$ cat src/rtl/chip8_keypad_scanner.sv
// 4x4 matrix keypad scanner with per-key debounce and newest-key tracking for the chip8 core.
// Columns are driven one at a time; each key is debounced over consecutive full-sweep samples.
module chip8_keypad_scanner #(
  parameter int SCAN_DIV       = 1000,
  parameter int DEBOUNCE_SCANS = 4
) (
  input  logic        clk,
  input  logic        rst,
  input  logic [3:0]  rows_n,
  output logic [3:0]  cols_n,
  input  logic        clear_newest_key_down,
  output logic [15:0] input_keys,
  output logic [4:0]  newest_key_down
);

  localparam int               DIV_W    = $clog2(SCAN_DIV);
  localparam logic [DIV_W-1:0] DIV_LAST = DIV_W'(SCAN_DIV - 1);
  localparam logic [3:0]       DB_LAST  = 4'(DEBOUNCE_SCANS - 1);
  localparam logic [4:0]       NO_KEY   = 5'd16;

  typedef enum logic [1:0] {DRIVE0, DRIVE1, DRIVE2, DRIVE3} scan_state_t;

  scan_state_t      state_q;
  logic [DIV_W-1:0] div_q;
  logic [3:0]       cols_q;
  logic [3:0]       rows_s1_q, rows_s2_q;
  logic             clr_s1_q, clr_s2_q, clr_s3_q;
  logic [15:0]      stable_q, stable_d;
  logic [3:0]       cnt_q [16];
  logic [3:0]       cnt_d [16];
  logic [15:0]      keys_q;
  logic [4:0]       newest_q, newest_d;
  logic             sample;
  logic             clr_rise;
  logic [15:0]      rise;
  logic [3:0]       kidx;

  // Physical (row, column) position to CHIP-8 hex key.
  function automatic logic [3:0] key_at(input logic [1:0] r, input logic [1:0] c);
    logic [3:0] k;
    case ({r, c})
      4'h0: k = 4'h1;
      4'h1: k = 4'h2;
      4'h2: k = 4'h3;
      4'h3: k = 4'hC;
      4'h4: k = 4'h4;
      4'h5: k = 4'h5;
      4'h6: k = 4'h6;
      4'h7: k = 4'hD;
      4'h8: k = 4'h7;
      4'h9: k = 4'h8;
      4'hA: k = 4'h9;
      4'hB: k = 4'hE;
      4'hC: k = 4'hA;
      4'hD: k = 4'h0;
      4'hE: k = 4'hB;
      default: k = 4'hF;
    endcase
    return k;
  endfunction

  assign sample = (div_q == DIV_LAST);

  always_ff @(posedge clk or posedge rst) begin
    if (rst) begin
      state_q <= DRIVE0;
      div_q   <= '0;
      cols_q  <= 4'b1110;
    end else if (sample) begin
      div_q  <= '0;
      cols_q <= {cols_q[2:0], cols_q[3]};
      case (state_q)
        DRIVE0:  state_q <= DRIVE1;
        DRIVE1:  state_q <= DRIVE2;
        DRIVE2:  state_q <= DRIVE3;
        default: state_q <= DRIVE0;
      endcase
    end else begin
      div_q <= div_q + 1'b1;
    end
  end

  // Only the four keys of the column being sampled are updated.
  always_comb begin
    stable_d = stable_q;
    kidx     = '0;
    for (int k = 0; k < 16; k++) cnt_d[k] = cnt_q[k];
    if (sample) begin
      for (int r = 0; r < 4; r++) begin
        kidx = key_at(2'(r), state_q);
        if (!rows_s2_q[r] == stable_q[kidx]) begin
          cnt_d[kidx] = '0;
        end else if (cnt_q[kidx] == DB_LAST) begin
          stable_d[kidx] = ~stable_q[kidx];
          cnt_d[kidx]    = '0;
        end else begin
          cnt_d[kidx] = cnt_q[kidx] + 4'd1;
        end
      end
    end
  end

  // A fresh press overrides a simultaneous clear; scanning rows high-to-low lets the lowest row win.
  always_comb begin
    rise     = stable_q & ~keys_q;
    clr_rise = clr_s2_q & ~clr_s3_q;
    newest_d = newest_q;
    if (clr_rise) newest_d = NO_KEY;
    for (int r = 3; r >= 0; r--) begin
      for (int c = 3; c >= 0; c--) begin
        if (rise[key_at(2'(r), 2'(c))]) newest_d = {1'b0, key_at(2'(r), 2'(c))};
      end
    end
  end

  always_ff @(posedge clk or posedge rst) begin
    if (rst) begin
      rows_s1_q <= '0;
      rows_s2_q <= '0;
      clr_s1_q  <= 1'b0;
      clr_s2_q  <= 1'b0;
      clr_s3_q  <= 1'b0;
      stable_q  <= '0;
      keys_q    <= '0;
      newest_q  <= NO_KEY;
      for (int k = 0; k < 16; k++) cnt_q[k] <= '0;
    end else begin
      rows_s1_q <= rows_n;
      rows_s2_q <= rows_s1_q;
      clr_s1_q  <= clear_newest_key_down;
      clr_s2_q  <= clr_s1_q;
      clr_s3_q  <= clr_s2_q;
      stable_q  <= stable_d;
      keys_q    <= stable_q;
      newest_q  <= newest_d;
      for (int k = 0; k < 16; k++) cnt_q[k] <= cnt_d[k];
    end
  end

  assign cols_n          = cols_q;
  assign input_keys      = keys_q;
  assign newest_key_down = newest_q;

endmodule
$ cat config.mk
export PLATFORM = sky130hd
export DESIGN_NAME = chip8_keypad_scanner
export DESIGN_NICKNAME = d
export VERILOG_FILES = /design/src/rtl/chip8_keypad_scanner.sv
export SDC_FILE = /design/constraint.sdc
export NUM_CORES = 1
export LEC_CHECK = 0
export CELL_PAD_IN_SITES_DETAIL_PLACEMENT = 1
export CELL_PAD_IN_SITES_GLOBAL_PLACEMENT = 1
export CORE_ASPECT_RATIO = 1.2
export CORE_MARGIN = 2
export CORE_UTILIZATION = 53
export CTS_CLUSTER_DIAMETER = 80
export CTS_CLUSTER_SIZE = 28
export DETAILED_ROUTE_END_ITERATION = 8
export PLACE_DENSITY = 0.86
export SLEW_MARGIN = 20
export SYNTH_ARGS = -nofsm -noshare
export SYNTH_HDL_FRONTEND = slang
export SYNTH_SLANG_ARGS = --single-unit
$ cat constraint.sdc
create_clock -name clk -period 11 [get_ports clk]
set_input_delay 2.2 -clock clk [delete_from_list [all_inputs] [get_ports clk]]
set_output_delay 2.2 -clock clk [all_outputs]
set_load 0.05 [all_outputs]
* Yosys cells after proc, flatten, opt, wreduce, memory -nomap -nowiden
Cells that the tools add are included.
Word-level totals: register bits 128, latch bits 0, RAM bits 0, ROM bits 0, input bits 7, output and inout port bits 25, word-level logic and storage cells 187, memories 0
Cells by class: $add $sub $neg 5, $mul 0, div/mod/pow operators 0, $lt $le $gt $ge 16, equal/unequal tests 12, shift operators 0, muxes and demuxes 93, bitwise gates (word level) 20, reductions and logical operators 14
Operators by type and width (number):
- 64-bit two-way mux | 11
- 64-bit bitwise AND | 4
- 64-bit bitwise mux | 4
- 64-bit NOT | 4
- 16-bit two-way mux | 11
- 5-bit two-way mux | 17
- 4-bit binary-select mux with 4-bit select | 4
- 16-bit bitwise mux | 4
- 4-bit demux with 4-bit select | 4
- 4-bit two-way mux | 16
- 4-bit one-hot mux with 4 select lines | 3
- 5-bit >= comparator, second input constant | 4
- 4-bit by 5-bit < comparator with 1-bit output, second input constant | 4
- 5-bit by 1-bit < comparator with 1-bit output, second input constant | 4
- 4-bit NOT with 5-bit output | 4
- 17-bit nonzero test | 1
- 4-bit by 1-bit adder with 4-bit output, second input constant | 4
- 16-bit bitwise AND | 1
- 1-bit binary-select mux with 4-bit select | 4
- 1-bit demux with 4-bit select | 4
- 4-bit by 2-bit equality test with 1-bit output, second input constant | 4
- 4-bit by 1-bit >= comparator with 1-bit output, second input constant | 4
- 16-bit NOT | 1
- 4-bit one-hot mux with 3 select lines | 1
- 13 further kinds | 38

* Longest topological paths before layout
Gate-level depths: netlist (run 1).
word-level depth 24, mapped depth 16, depth with buffers taken out 11

* Worst setup path after synthesis (run 1)
No wires, ideal clock.
path kind reg-to-reg, from register state_q[1], to register stable_q[15], library setup time 0.128 ns, arrival 3.354 ns, required time 10.872 ns, path slack 7.518 ns, stages on the path, launching flop included 16, buffers on the path 4, period minus slack after synthesis 3.482 ns, path through dfrtp_1 buf_2 inv_1 ha_1 buf_2 o21ba_2 buf_2 mux4_2 and2_1 or2_2 ha_1 nand3b_1 buf_2 o2111ai_1 a311oi_1 nor3_1
Between the ends: word-level cells in the longest chain between the ends 22, elaborated cells on any way between the ends 83, those cells by class order compare: 8; eq/ne: 11; mux: 51; bitwise: 8; reduce/logical: 5
RTL lines:
- start: declaration | RTL line 23 | scan_state_t state_q;
- start signal: assignment | RTL line 66 | state_q <= DRIVE0;
- start signal: assignment | RTL line 73 | DRIVE0: state_q <= DRIVE1;
- start signal: assignment | RTL line 74 | DRIVE1: state_q <= DRIVE2;
- 2-bit equality test, or another cell as far along | RTL line 41 | case ({r, c})
- 4-bit one-hot mux with 4 select lines | RTL line 41
- 4-bit two-way mux | RTL line 88 | if (sample) begin
- 4-bit by 5-bit < comparator with 1-bit output (implied by the code), or another cell as far along | RTL line 94 | stable_d[kidx] = ~stable_q[kidx];
- 1-bit logical AND (implied by the code) / 4-bit binary-select mux with 4-bit select (equally long branches) | RTL line 94, 93
- 1-bit two-way mux (implied by the code) / 4-bit two-way mux (equally long branches) | RTL line 94, 93
- 1-bit demux with 4-bit select / 4-bit two-way mux (equally long branches) | RTL line 94, 93
- 16-bit bitwise mux / 4-bit by 2-bit equality test with 1-bit output (equally long branches) | RTL line 94, 93
- [6 not listed]
- 16-bit two-way mux | RTL line 88
- 16-bit bitwise mux | RTL line 94
- 16-bit two-way mux | RTL line 93 | end else if (cnt_q[kidx] == DB_LAST) begin
- 16-bit two-way mux | RTL line 91 | if (!rows_s2_q[r] == stable_q[kidx]) begin
- 16-bit two-way mux | RTL line 88
- 16-bit bitwise mux | RTL line 94
- 16-bit two-way mux | RTL line 93
- 16-bit two-way mux * | RTL line 91
- end signal: assignment | RTL line 133 | stable_q <= stable_d;
- end: declaration | RTL line 28 | logic [15:0] stable_q, stable_d;
Every way passes the cells marked *; elsewhere a longest branch is shown, timed or not. The select of a mux whose other input is x is not followed. A chain may end at the register's enable or synchronous reset.

* Final worst setup path (run 1)
from register state_q[1], to register cnt_q[34] in the netlist's numbering
Between the ends: word-level cells in the longest chain between the ends 24, elaborated cells on any way between the ends 91, those cells by class add/sub: 4; order compare: 8; eq/ne: 11; mux: 51; bitwise: 12; reduce/logical: 5
RTL lines:
- parallel branches: the longest is 23 deep, another holds 4-bit by 1-bit adder with 4-bit output
- 64-bit two-way mux * | RTL line 91
- end: declaration | RTL line 29 | logic [3:0] cnt_q [16];
Mark *: on every way between the ends. The select of a mux whose other input is x is not followed.

==> flow_results.xml, run 1 <==
<?xml version="1.0" encoding="UTF-8"?>
<metrics>
  <group name="run_status">
    <metric name="status" unit="">finished clean</metric>
  </group>
  <group name="sta">
    <metric name="worst_pin_slew" unit="ns">1.02</metric>
    <metric name="finalCriticalPeriod" unit="ns">4.61</metric>
    <metric name="report.final.setup_viol" unit="">0</metric>
    <metric name="min_period_over_period" unit="">0.419</metric>
    <metric name="skew" unit="ns">0.00664</metric>
    <metric name="rsz_0062_raised_after_global_routing" unit="">false</metric>
    <metric name="fmaxAchievable" unit="MHz">217</metric>
    <metric name="fin_worst_hold_slack" unit="ns">0.350</metric>
    <metric name="finalHoldViolCount" unit="">0</metric>
    <metric name="max-slew-margin-rel" unit="">0.315</metric>
    <metric name="final-max-slew-violation-count" unit="">0</metric>
    <metric name="setup_tns" unit="ns">0</metric>
    <metric name="timing.final.ws_setup" unit="ns">6.39</metric>
  </group>
  <group name="global_route">
    <metric name="wire_length_of_the_first_global_routing_pass" unit="mm">40.9</metric>
    <metric name="congestion_overflow_gr" unit="">0</metric>
    <metric name="grtUsageTotal" unit="">0.356</metric>
    <metric name="initial_antenna_violation_count" unit="">0</metric>
    <metric name="first_global_vias" unit="">7187</metric>
    <metric name="grt_max_degree" unit="">76</metric>
  </group>
  <group name="floorplan">
    <metric name="die_height" unit="um">135</metric>
    <metric name="floorplan.initialDensity" unit="">0.545</metric>
    <metric name="die_area" unit="sq um">15200</metric>
    <metric name="number_of_placement_rows" unit="">47</metric>
    <metric name="die-width" unit="um">113</metric>
    <metric name="fp.coreArea" unit="sq um">13800</metric>
    <metric name="floorplan.io_pins" unit="">32</metric>
  </group>
  <group name="flow_run">
    <metric name="maxCapViolations" unit="">0</metric>
  </group>
  <group name="power_and_ir_drop">
    <metric name="share_seq_of_total_power" unit="">0.435</metric>
    <metric name="p_int" unit="mW">0.843</metric>
    <metric name="power.switching" unit="mW">0.248</metric>
    <metric name="clkPwrFrac" unit="">0.547</metric>
    <metric name="p_comb_frac" unit="">0.018</metric>
    <metric name="powerDensity" unit="nW/um^2">128</metric>
    <metric name="leakage" unit="nW">3.60</metric>
    <metric name="power_switching_share" unit="">0.228</metric>
    <metric name="ir_worst_vdd" unit="mV">0.0889</metric>
  </group>
  <group name="logic_synthesis">
    <metric name="postSynthRegisterBits" unit="">128</metric>
    <metric name="synth.net_count" unit="">763</metric>
    <metric name="netlist.area_leader.share" unit="">0.412</metric>
    <metric name="synth_area_leaders" unit="">dfrtp_1 (41%), mux4_2 (8.4%), nand2_1 (4.4%), o21ai_0 (4.1%), mux2_2 (3.4%)</metric>
    <metric name="synth-main-ff-cell" unit="">dfrtp_1</metric>
    <metric name="synth_common_cells" unit="">dfrtp_1 (124), nand2_1 (89), o21ai_0 (61)</metric>
    <metric name="avgSynthCellArea" unit="sq um">10.1</metric>
    <metric name="syn-instance-count" unit="">743</metric>
    <metric name="synth_cell_type_count" unit="">86</metric>
    <metric name="synthesis.yosys.warnings" unit="">0</metric>
    <metric name="synth_area" unit="sq um">7530</metric>
    <metric name="synth-edff-count" unit="">0</metric>
    <metric name="postSynth.asyncResetShare" unit="">1.00</metric>
    <metric name="most_frequently_used_cell_type_in_the_post_synthesis_netlist" unit="">dfrtp_1</metric>
    <metric name="synthDominantAreaCellType" unit="">dfrtp_1</metric>
    <metric name="synth.yosys.seq_area_share" unit="">0.426</metric>
  </group>
  <group name="final_layout">
    <metric name="num-fill-cells" unit="">1488</metric>
    <metric name="seq_area" unit="sq um">3210</metric>
    <metric name="area.growth.synth_to_final" unit="%">13.5</metric>
    <metric name="drive_above_1_share" unit="">0.158</metric>
    <metric name="finalCoreUtilization" unit="">0.618</metric>
    <metric name="final_cell_count_no_fill" unit="">945</metric>
    <metric name="antenna_cells" unit="">0</metric>
    <metric name="multi_input_comb_area" unit="sq um">4040</metric>
    <metric name="nets" unit="">781</metric>
  </group>
  <group name="setup_path">
    <metric name="worst_r2r_path_depth" unit="">11</metric>
    <metric name="r2r-start" unit="">state_q[1]</metric>
    <metric name="worstPathArrival" unit="ns">4.97</metric>
    <metric name="worstSetupEndpointType" unit="">flip-flop</metric>
    <metric name="crit_path_max_fanout" unit="">19</metric>
    <metric name="crit_path_end" unit="">cnt_q[34]</metric>
    <metric name="worst-setup-path-type" unit="">flip-flop to flip-flop</metric>
    <metric name="critical_path.reg2reg.endpoint" unit="">cnt_q[34]</metric>
    <metric name="cp-startpoint" unit="">state_q[1]</metric>
    <metric name="critPathLaunchType" unit="">flip-flop</metric>
    <metric name="setup.reg_to_reg.worst_slack" unit="ns">6.39</metric>
    <metric name="cp_data_required_time" unit="ns">11.35</metric>
  </group>
  <group name="clock_tree">
    <metric name="numCtsBuffers" unit="">17</metric>
    <metric name="ctsHtreeMaxLevel" unit="">4</metric>
    <metric name="clkTransAtPathRegs" unit="ns">0.06</metric>
    <metric name="cts.repair.resized" unit="">0</metric>
    <metric name="tritoncts" unit="">done</metric>
    <metric name="clock_sinks" unit="">128</metric>
    <metric name="clock_insertion_delay_worst_skew" unit="ns">0.44</metric>
    <metric name="cts.repair_timing.setup_buffer_count" unit="">0</metric>
    <metric name="root_buffer" unit="">clkbuf_16</metric>
    <metric name="post_cts_hold_buffer_count" unit="">0</metric>
    <metric name="cts_max_path_buffers" unit="">2</metric>
  </group>
  <group name="detailed_routing">
    <metric name="wl_per_cell" unit="um">27.5</metric>
    <metric name="ant_nets" unit="">0</metric>
    <metric name="wl_met3" unit="mm">1.72</metric>
    <metric name="drcViolationCount" unit="">0</metric>
    <metric name="totalWireLength" unit="mm">26.0</metric>
    <metric name="drt-pass1-iter-count" unit="">5</metric>
    <metric name="top_signal_layer_used" unit="">met4</metric>
    <metric name="detail_route.vias_per_cell" unit="">7.06</metric>
    <metric name="wl_met1" unit="mm">9.55</metric>
    <metric name="routed-wl-met2" unit="mm">12.8</metric>
    <metric name="detailroute.via_count" unit="">6674</metric>
    <metric name="drt-initial-drc-count" unit="">618</metric>
  </group>
  <group name="place">
    <metric name="i_o_buffers" unit="">31</metric>
    <metric name="placedCellCount" unit="">913</metric>
    <metric name="place.detailed.hpwl" unit="mm">17.9</metric>
    <metric name="post_placement_setup_slack" unit="ns">6.51</metric>
    <metric name="gp_congestion" unit="">0.993</metric>
  </group>
  <group name="min_path">
    <metric name="holdPathStages" unit="">0</metric>
    <metric name="timing.hold.worst.class" unit="">flip-flop to flip-flop</metric>
  </group>
</metrics>
==> final cells by class <==
cell class                      count  share of cell area
Sequential cell                   128               0.376
Tap cell                          171              0.0250
Multi-Input combinational cell    553               0.473
Timing Repair Buffer               41              0.0451
Clock inverter                     14              0.0205
Inverter                           20             0.00908
Clock buffer                       18              0.0514
==> worst max-delay path, cell delays in order (launching register included) <==
cell,delay (ns)
dfrtp_1,0.59
inv_1,0.28
ha_1,0.76
o21ba_2,0.40
mux4_2,0.54
and2_1,0.18
or2_2,0.28
ha_1,0.22
nand2b_1,0.15
a21oi_1,0.72
a22oi_1,0.22
o21ai_1,0.17
==> kinds of logic (layout without fill, tap and decap cells) <==
kind of cell    count (synthesis)  count (layout)  share of synthesized area
fa+ha+maj                      13              13                     0.0216
xor+xnor                       16              16                     0.0206
flops                         128             128                      0.426
simple gates                  248             248                      0.165
mux                            70              70                      0.146
buf+inv                        62              93                     0.0381
compound gates                206             206                      0.182
==> sequential cells by signal (all words and copies together), names as in the netlist <==
| register | count |
|---|---|
| cnt_q | 64 |
| input_keys | 16 |
| stable_q | 16 |
| div_q | 10 |
| newest_key_down | 5 |
| cols_n | 4 |
| rows_s1_q | 4 |
| rows_s2_q | 4 |
| state_q | 2 |
| clr_s1_q | 1 |
| clr_s2_q | 1 |
| clr_s3_q | 1 |
==> cell usage in the layout, fill, tap and decap left out, types with 8 or more instances in the layout <==
cell | Yosys | layout
dfrtp_1 | 124 | 124
nand2_1 | 89 | 89
o21ai_0 | 61 | 61
nor2_1 | 46 | 46
clkdlybuf4s50_1 | 0 | 31
mux4_2 | 28 | 28
a21oi_1 | 27 | 27
mux2_2 | 23 | 23
nand3_1 | 18 | 18
nor3_1 | 18 | 18
clkbuf_16 | 0 | 17
inv_1 | 16 | 15
nor2b_1 | 14 | 14
mux2i_1 | 14 | 14
a22oi_1 | 13 | 13
ha_1 | 13 | 13
o31ai_1 | 11 | 11
o21ai_1 | 10 | 10
nand2b_1 | 10 | 10
o22ai_1 | 10 | 10
buf_4 | 2 | 10
xnor2_1 | 9 | 8
a311oi_1 | 8 | 8
==> worst min-delay path by stage <==
| stage | from | to |
|---|---|---|
| 2_1_floorplan | clr_s1_q | clr_s2_q |
| 6_report | clr_s1_q | clr_s2_q |
| 4_1_cts | clr_s1_q | clr_s2_q |
| 5_1_grt | rows_s1_q[0] | rows_s2_q[0] |
| 3_5_place_dp | rows_s1_q[0] | rows_s2_q[0] |
| 3_3_place_gp | rows_s1_q[3] | rows_s2_q[3] |
==> stage by stage <==
step | total power [mW] | cell area, sq um
after floorplan | 0.495 | 7530
after global placement | 0.502 | 7920
after detailed placement | 0.503 | 7920
after CTS | 1.10 | 8530
after global routing | 1.11 | 8540
final | 1.09 | 8540
==> power groups by stage <==
stage / registers (mW) / logic (mW) / clock network (mW)
final: 0.475 / 0.0196 / 0.596
after global routing: 0.475 / 0.0217 / 0.618
after CTS: 0.475 / 0.0198 / 0.602
after detailed placement: 0.483 / 0.0197 / 0
after global placement: 0.483 / 0.0191 / 0
after floorplan: 0.483 / 0.0122 / 0
==> metal layers <==
layer  vias to the layer above  global-route usage
met5                         -                   0
met4                         0               0.257
li1                       2810                   -
met3                       133              0.0539
met2                       390               0.585
met1                      3341               0.427
Note: power is estimated with default switching activity, not from simulation.
==> run 2, diff against run 1 <==
Settings changed: CORE_UTILIZATION 53 to 44, PLACE_DENSITY 0.86 to 0.77.
Clock period 11 ns to 4.1 ns, I/O delays scaled along.
==> run 2 against run 1 <==
Sequential share of layout area down 0.79 points. Register-to-register slack lost 6.2 ns. Largest power group unchanged. Combinational power grew to 3.0 times the previous value. Flip-flop and latch count unchanged. Critical path type unchanged. Final cell count up 6.8%. Count of clock-buffer cells in the layout up 1. Utilization fell by 9.8 points. Via count down 0.51%. Clock skew increased by 0.0018 ns. Critical path depth stayed put.
==> flow_results.xml, run 2 (synthesis results as in run 1) <==
<?xml version="1.0" encoding="UTF-8"?>
<metrics>
  <group name="clock_tree">
    <metric name="clock_sinks" unit="">128</metric>
    <metric name="root_buffer" unit="">clkbuf_16</metric>
    <metric name="post_cts_hold_buffer_count" unit="">0</metric>
    <metric name="clock_insertion_delay_worst_skew" unit="ns">0.43</metric>
    <metric name="tritoncts" unit="">done</metric>
    <metric name="cts.repair_timing.setup_buffer_count" unit="">0</metric>
    <metric name="ctsHtreeMaxLevel" unit="">4</metric>
    <metric name="cts_max_path_buffers" unit="">2</metric>
    <metric name="clkTransAtPathRegs" unit="ns">0.06</metric>
    <metric name="cts.repair.resized" unit="">0</metric>
    <metric name="numCtsBuffers" unit="">17</metric>
  </group>
  <group name="global_route">
    <metric name="first_global_vias" unit="">7022</metric>
    <metric name="grtUsageTotal" unit="">0.324</metric>
    <metric name="grt_max_degree" unit="">71</metric>
    <metric name="wire_length_of_the_first_global_routing_pass" unit="mm">43.0</metric>
    <metric name="initial_antenna_violation_count" unit="">0</metric>
    <metric name="congestion_overflow_gr" unit="">0</metric>
  </group>
  <group name="floorplan">
    <metric name="number_of_placement_rows" unit="">52</metric>
    <metric name="die_area" unit="sq um">18200</metric>
    <metric name="floorplan.io_pins" unit="">32</metric>
    <metric name="fp.coreArea" unit="sq um">16800</metric>
    <metric name="floorplan.initialDensity" unit="">0.449</metric>
    <metric name="die-width" unit="um">123</metric>
    <metric name="die_height" unit="um">147</metric>
  </group>
  <group name="sta">
    <metric name="finalCriticalPeriod" unit="ns">3.90</metric>
    <metric name="rsz_0062_raised_after_global_routing" unit="">false</metric>
    <metric name="finalHoldViolCount" unit="">0</metric>
    <metric name="skew" unit="ns">0.00843</metric>
    <metric name="fmaxAchievable" unit="MHz">257</metric>
    <metric name="report.final.setup_viol" unit="">0</metric>
    <metric name="setup_tns" unit="ns">0</metric>
    <metric name="max-slew-margin-rel" unit="">0.384</metric>
    <metric name="timing.final.ws_setup" unit="ns">0.204</metric>
    <metric name="min_period_over_period" unit="">0.950</metric>
    <metric name="worst_pin_slew" unit="ns">0.924</metric>
    <metric name="final-max-slew-violation-count" unit="">0</metric>
  </group>
  <group name="final_layout">
    <metric name="max_ffs_per_register" unit="">64</metric>
    <metric name="drive_above_1_share" unit="">0.175</metric>
    <metric name="most_common_cell_after_layout_fill_and_taps_aside" unit="">dfrtp_1</metric>
    <metric name="mostFrequentLayoutCells" unit="">dfrtp_1 (124), nand2_1 (89), o21ai_0 (61)</metric>
    <metric name="most_flop_heavy_register" unit="">cnt_q</metric>
    <metric name="finalCoreUtilization" unit="">0.520</metric>
    <metric name="nets" unit="">800</metric>
    <metric name="area.growth.synth_to_final" unit="%">15.9</metric>
    <metric name="antenna_cells" unit="">0</metric>
  </group>
  <group name="setup_path">
    <metric name="critical_path.reg2reg.endpoint" unit="">stable_q[14]</metric>
    <metric name="r2r-start" unit="">state_q[0]</metric>
    <metric name="worstSetupEndpointType" unit="">flip-flop</metric>
    <metric name="crit_path_max_fanout" unit="">15</metric>
    <metric name="crit_path_cell_trace" unit="">inv_1, ha_1, o21ba_2, mux4_2, and2_1, or2_2, ha_1, nand3b_1, nor3_1, a311oi_1, o21ai_0</metric>
    <metric name="cp_data_required_time" unit="ns">4.39</metric>
    <metric name="critPathLaunchType" unit="">flip-flop</metric>
    <metric name="worst-setup-path-type" unit="">flip-flop to flip-flop</metric>
    <metric name="worst_r2r_path_depth" unit="">11</metric>
    <metric name="setup.reg_to_reg.worst_slack" unit="ns">0.20</metric>
    <metric name="timing.critical_path.mode_cell" unit="">ha_1</metric>
    <metric name="crit_buf_inv" unit="">1</metric>
    <metric name="worstPathArrival" unit="ns">4.19</metric>
    <metric name="critical_path.top_delay_family" unit="">simple AND/OR/NAND/NOR gates</metric>
    <metric name="critical-path-max-stage-delay" unit="ns">0.53</metric>
    <metric name="timing.critical_path.slowest_stage_cell" unit="">mux4_2</metric>
    <metric name="cp-startpoint" unit="">state_q[0]</metric>
  </group>
  <group name="place">
    <metric name="post_placement_setup_slack" unit="ns">0.235</metric>
    <metric name="place.detailed.hpwl" unit="mm">20.3</metric>
    <metric name="i_o_buffers" unit="">31</metric>
    <metric name="gp_congestion" unit="">0.989</metric>
  </group>
  <group name="power_and_ir_drop">
    <metric name="leakage" unit="nW">3.66</metric>
    <metric name="powerDensity" unit="nW/um^2">325</metric>
    <metric name="ir_worst_vdd" unit="mV">0.290</metric>
  </group>
  <group name="detailed_routing">
    <metric name="ant_nets" unit="">0</metric>
    <metric name="totalWireLength" unit="mm">27.7</metric>
    <metric name="drt-pass1-iter-count" unit="">7</metric>
    <metric name="drt-initial-drc-count" unit="">587</metric>
    <metric name="detail_route.vias_per_cell" unit="">6.58</metric>
    <metric name="drcViolationCount" unit="">0</metric>
    <metric name="detailroute.via_count" unit="">6640</metric>
    <metric name="wl_per_cell" unit="um">27.5</metric>
  </group>
  <group name="flow_run">
    <metric name="maxCapViolations" unit="">0</metric>
  </group>
  <group name="min_path">
    <metric name="timing.hold.worst.class" unit="">flip-flop to flip-flop</metric>
    <metric name="holdCritStartpoint" unit="">rows_s1_q[2]</metric>
    <metric name="hold_path_end" unit="">rows_s2_q[2]</metric>
    <metric name="holdPathStages" unit="">0</metric>
  </group>
  <group name="run_status">
    <metric name="status" unit="">finished clean</metric>
  </group>
</metrics>
==> run 2: power breakdown <==
part | internal (mW) | switching, mW | leakage (nW)
logic | 0.0144 | 0.0441 | 1.66
clock network | 0.909 | 0.594 | 0.271
registers | 1.27 | 0.00427 | 1.73
total | 2.19 | 0.642 | 3.66
==> run 2: worst reg2reg max path: stages, from the launching register on <==
cell	delay, ns
dfrtp_1	0.44
inv_1	0.15
ha_1	0.30
o21ba_2	0.44
mux4_2	0.53
and2_1	0.19
or2_2	0.27
ha_1	0.22
nand3b_1	0.50
nor3_1	0.22
a311oi_1	0.36
o21ai_0	0.14
==> run 2: metrics by stage <==
stage	total power [mW]	hold slack (ns)	cells	area [sq um]
after floorplan	1.33	0.331	743	7530
after global placement	1.35	0.333	977	8150
after detailed placement	1.36	0.336	977	8150
after CTS	2.86	0.350	1009	8730
after global routing	2.93	0.360	1009	8730
final	2.84	0.348	1009	8730
==> run 2: per-layer routing <==
metal  track usage  vias up  wire, um
met5             0        -         0
met4         0.152        0      1310
met3        0.0524       71      1450
met2         0.543      275     13900
met1         0.406     3441     11100
li1              -     2853         -
==> run 2: cell type report <==
type	count	area (sq um)
Sequential cell	128	3210
Timing Repair Buffer	60	553
Clock buffer	19	443
Fill cell	1868	8060
Tap cell	216	270
Multi-Input combinational cell	553	4040
Clock inverter	13	139
Inverter	20	78.8
==> run 2: worst max-delay path by stage <==
stage                              end  slack, ns  depth (start not counted)
final                     stable_q[14]       0.20                         11
after global routing         cnt_q[42]       0.02                         11
after CTS                 stable_q[14]       0.20                         11
after detailed placement  stable_q[14]       0.24                         11
after global placement       cnt_q[34]       0.47                         11
after floorplan           stable_q[15]       0.62                         15
==> run 3, diff against run 2 <==
Settings changed: CORE_ASPECT_RATIO 1.2 to 1.25.
==> run 3 against run 2 <==
Non-clock buffer count down 3. Flip-flop and latch count unchanged. Wire length down 0.90%. Clock power up 11%. Sequential share of layout area down 0.16 points.
==> flow_results.xml, run 3 (synthesis results as in run 1) <==
<?xml version="1.0" encoding="UTF-8"?>
<metrics>
  <group name="clock_tree">
    <metric name="post_cts_hold_buffer_count" unit="">0</metric>
    <metric name="ctsHtreeMaxLevel" unit="">4</metric>
    <metric name="clock_sinks" unit="">128</metric>
    <metric name="clock_insertion_delay_worst_skew" unit="ns">0.43</metric>
    <metric name="cts.repair.resized" unit="">0</metric>
    <metric name="clkTransAtPathRegs" unit="ns">0.06</metric>
    <metric name="cts.repair_timing.setup_buffer_count" unit="">0</metric>
    <metric name="tritoncts" unit="">done</metric>
    <metric name="cts_max_path_buffers" unit="">2</metric>
    <metric name="numCtsBuffers" unit="">17</metric>
    <metric name="root_buffer" unit="">clkbuf_16</metric>
  </group>
  <group name="power_and_ir_drop">
    <metric name="powerDensity" unit="nW/um^2">341</metric>
    <metric name="power" unit="mW">2.99</metric>
    <metric name="ir_worst_vdd" unit="mV">0.245</metric>
    <metric name="leakage" unit="nW">3.69</metric>
  </group>
  <group name="floorplan">
    <metric name="die_height" unit="um">150</metric>
    <metric name="number_of_placement_rows" unit="">53</metric>
    <metric name="floorplan.io_pins" unit="">32</metric>
    <metric name="fp.coreArea" unit="sq um">16800</metric>
    <metric name="floorplan.initialDensity" unit="">0.449</metric>
    <metric name="die_area" unit="sq um">18200</metric>
    <metric name="die-width" unit="um">121</metric>
  </group>
  <group name="place">
    <metric name="place.detailed.hpwl" unit="mm">19.8</metric>
    <metric name="i_o_buffers" unit="">31</metric>
    <metric name="gp_congestion" unit="">1.02</metric>
  </group>
  <group name="detailed_routing">
    <metric name="drcViolationCount" unit="">0</metric>
    <metric name="drt-initial-drc-count" unit="">628</metric>
    <metric name="ant_nets" unit="">0</metric>
    <metric name="totalWireLength" unit="mm">27.5</metric>
    <metric name="drt-pass1-iter-count" unit="">5</metric>
    <metric name="detailroute.via_count" unit="">6700</metric>
    <metric name="wl_per_cell" unit="um">27.2</metric>
    <metric name="detail_route.vias_per_cell" unit="">6.63</metric>
  </group>
  <group name="sta">
    <metric name="finalHoldViolCount" unit="">0</metric>
    <metric name="min_period_over_period" unit="">0.943</metric>
    <metric name="max-slew-margin-rel" unit="">0.285</metric>
    <metric name="rsz_0062_raised_after_global_routing" unit="">false</metric>
    <metric name="report.final.setup_viol" unit="">0</metric>
    <metric name="fmaxAchievable" unit="MHz">259</metric>
    <metric name="fin_worst_hold_slack" unit="ns">0.344</metric>
    <metric name="setup_tns" unit="ns">0</metric>
    <metric name="worst_pin_slew" unit="ns">1.06</metric>
    <metric name="final-max-slew-violation-count" unit="">0</metric>
    <metric name="skew" unit="ns">0.00999</metric>
    <metric name="finalCriticalPeriod" unit="ns">3.87</metric>
  </group>
  <group name="global_route">
    <metric name="first_global_vias" unit="">7206</metric>
    <metric name="grt_max_degree" unit="">129</metric>
    <metric name="congestion_overflow_gr" unit="">0</metric>
    <metric name="initial_antenna_violation_count" unit="">0</metric>
    <metric name="wire_length_of_the_first_global_routing_pass" unit="mm">43.0</metric>
    <metric name="grtUsageTotal" unit="">0.319</metric>
  </group>
  <group name="setup_path">
    <metric name="cp_data_required_time" unit="ns">4.40</metric>
    <metric name="worst-setup-path-type" unit="">flip-flop to flip-flop</metric>
    <metric name="critPathLaunchType" unit="">flip-flop</metric>
    <metric name="crit_path_max_fanout" unit="">15</metric>
    <metric name="worstPathArrival" unit="ns">4.17</metric>
    <metric name="worstSetupEndpointType" unit="">flip-flop</metric>
  </group>
  <group name="final_layout">
    <metric name="area.growth.synth_to_final" unit="%">16.4</metric>
    <metric name="finalCoreUtilization" unit="">0.522</metric>
    <metric name="mostFrequentLayoutCells" unit="">dfrtp_1 (124), nand2_1 (89), o21ai_0 (61)</metric>
    <metric name="drive_above_1_share" unit="">0.175</metric>
    <metric name="max_ffs_per_register" unit="">64</metric>
    <metric name="nets" unit="">797</metric>
    <metric name="antenna_cells" unit="">0</metric>
    <metric name="most_flop_heavy_register" unit="">cnt_q</metric>
    <metric name="most_common_cell_after_layout_fill_and_taps_aside" unit="">dfrtp_1</metric>
  </group>
  <group name="flow_run">
    <metric name="maxCapViolations" unit="">0</metric>
  </group>
  <group name="run_status">
    <metric name="status" unit="">finished clean</metric>
  </group>
  <group name="min_path">
    <metric name="timing.hold.worst.class" unit="">flip-flop to flip-flop</metric>
  </group>
</metrics>
[run 3: worst max-delay path, cell delays in order (launching register included)]
cell and delay, ns:
dfrtp_1 0.46, inv_1 0.18, ha_1 0.32, o21ba_2 0.44
mux4_2 0.53, and2_1 0.18, or2_2 0.28, ha_1 0.22
nand3b_1 0.50, nor3_1 0.17, a311oi_1 0.32, o21ai_0 0.13
[run 3: per-stage QoR]
step	setup slack [ns]	std cells	cell area, sq um
floorplan	0.618	743	7530
global placement	0.510	978	8130
detailed placement	0.369	978	8130
CTS	0.304	1010	8760
global route	0.0514	1010	8770
finish	0.232	1010	8770
[run 3: layout make-up]
class | count | area, sq um
inverters | 20 | 78.8
multi-input cells | 553 | 4040
well taps | 220 | 275
fillers | 1856 | 8010
clock buffers | 17 | 425
flip-flops and latches | 128 | 3210
clock inverters | 15 | 205
repair buffers | 57 | 531
[run 3: per-layer routing]
| metal | share of wire | GRT usage | routed length (um) |
|---|---|---|---|
| met1 | 0.38 | 0.373 | 10300 |
| met2 | 0.50 | 0.551 | 13900 |
| met3 | 0.058 | 0.0519 | 1590 |
| met4 | 0.062 | 0.185 | 1700 |
| met5 | 0 | 0 | 0 |
[run 3: power by group]
part	switching, mW	internal (mW)
Clock	0.635	1.03
Sequential	0.00422	1.27
Combinational	0.0418	0.0128
[run 3: final timing paths]
kind / from / to / slack (ns) / depth (start not counted)
setup / recovery: state_q[1] / stable_q[14] / 0.23 / 11
hold / removal: rows_s1_q[3] / rows_s2_q[3] / 0.34 / 0
setup reg to reg: state_q[1] / stable_q[14] / 0.23 / 11
hold reg to reg: rows_s1_q[3] / rows_s2_q[3] / 0.34 / 0
max in group asynchronous: rst / cnt_q[54] / 2.60 / 3
min in group asynchronous: rst / stable_q[11] / 0.96 / 3
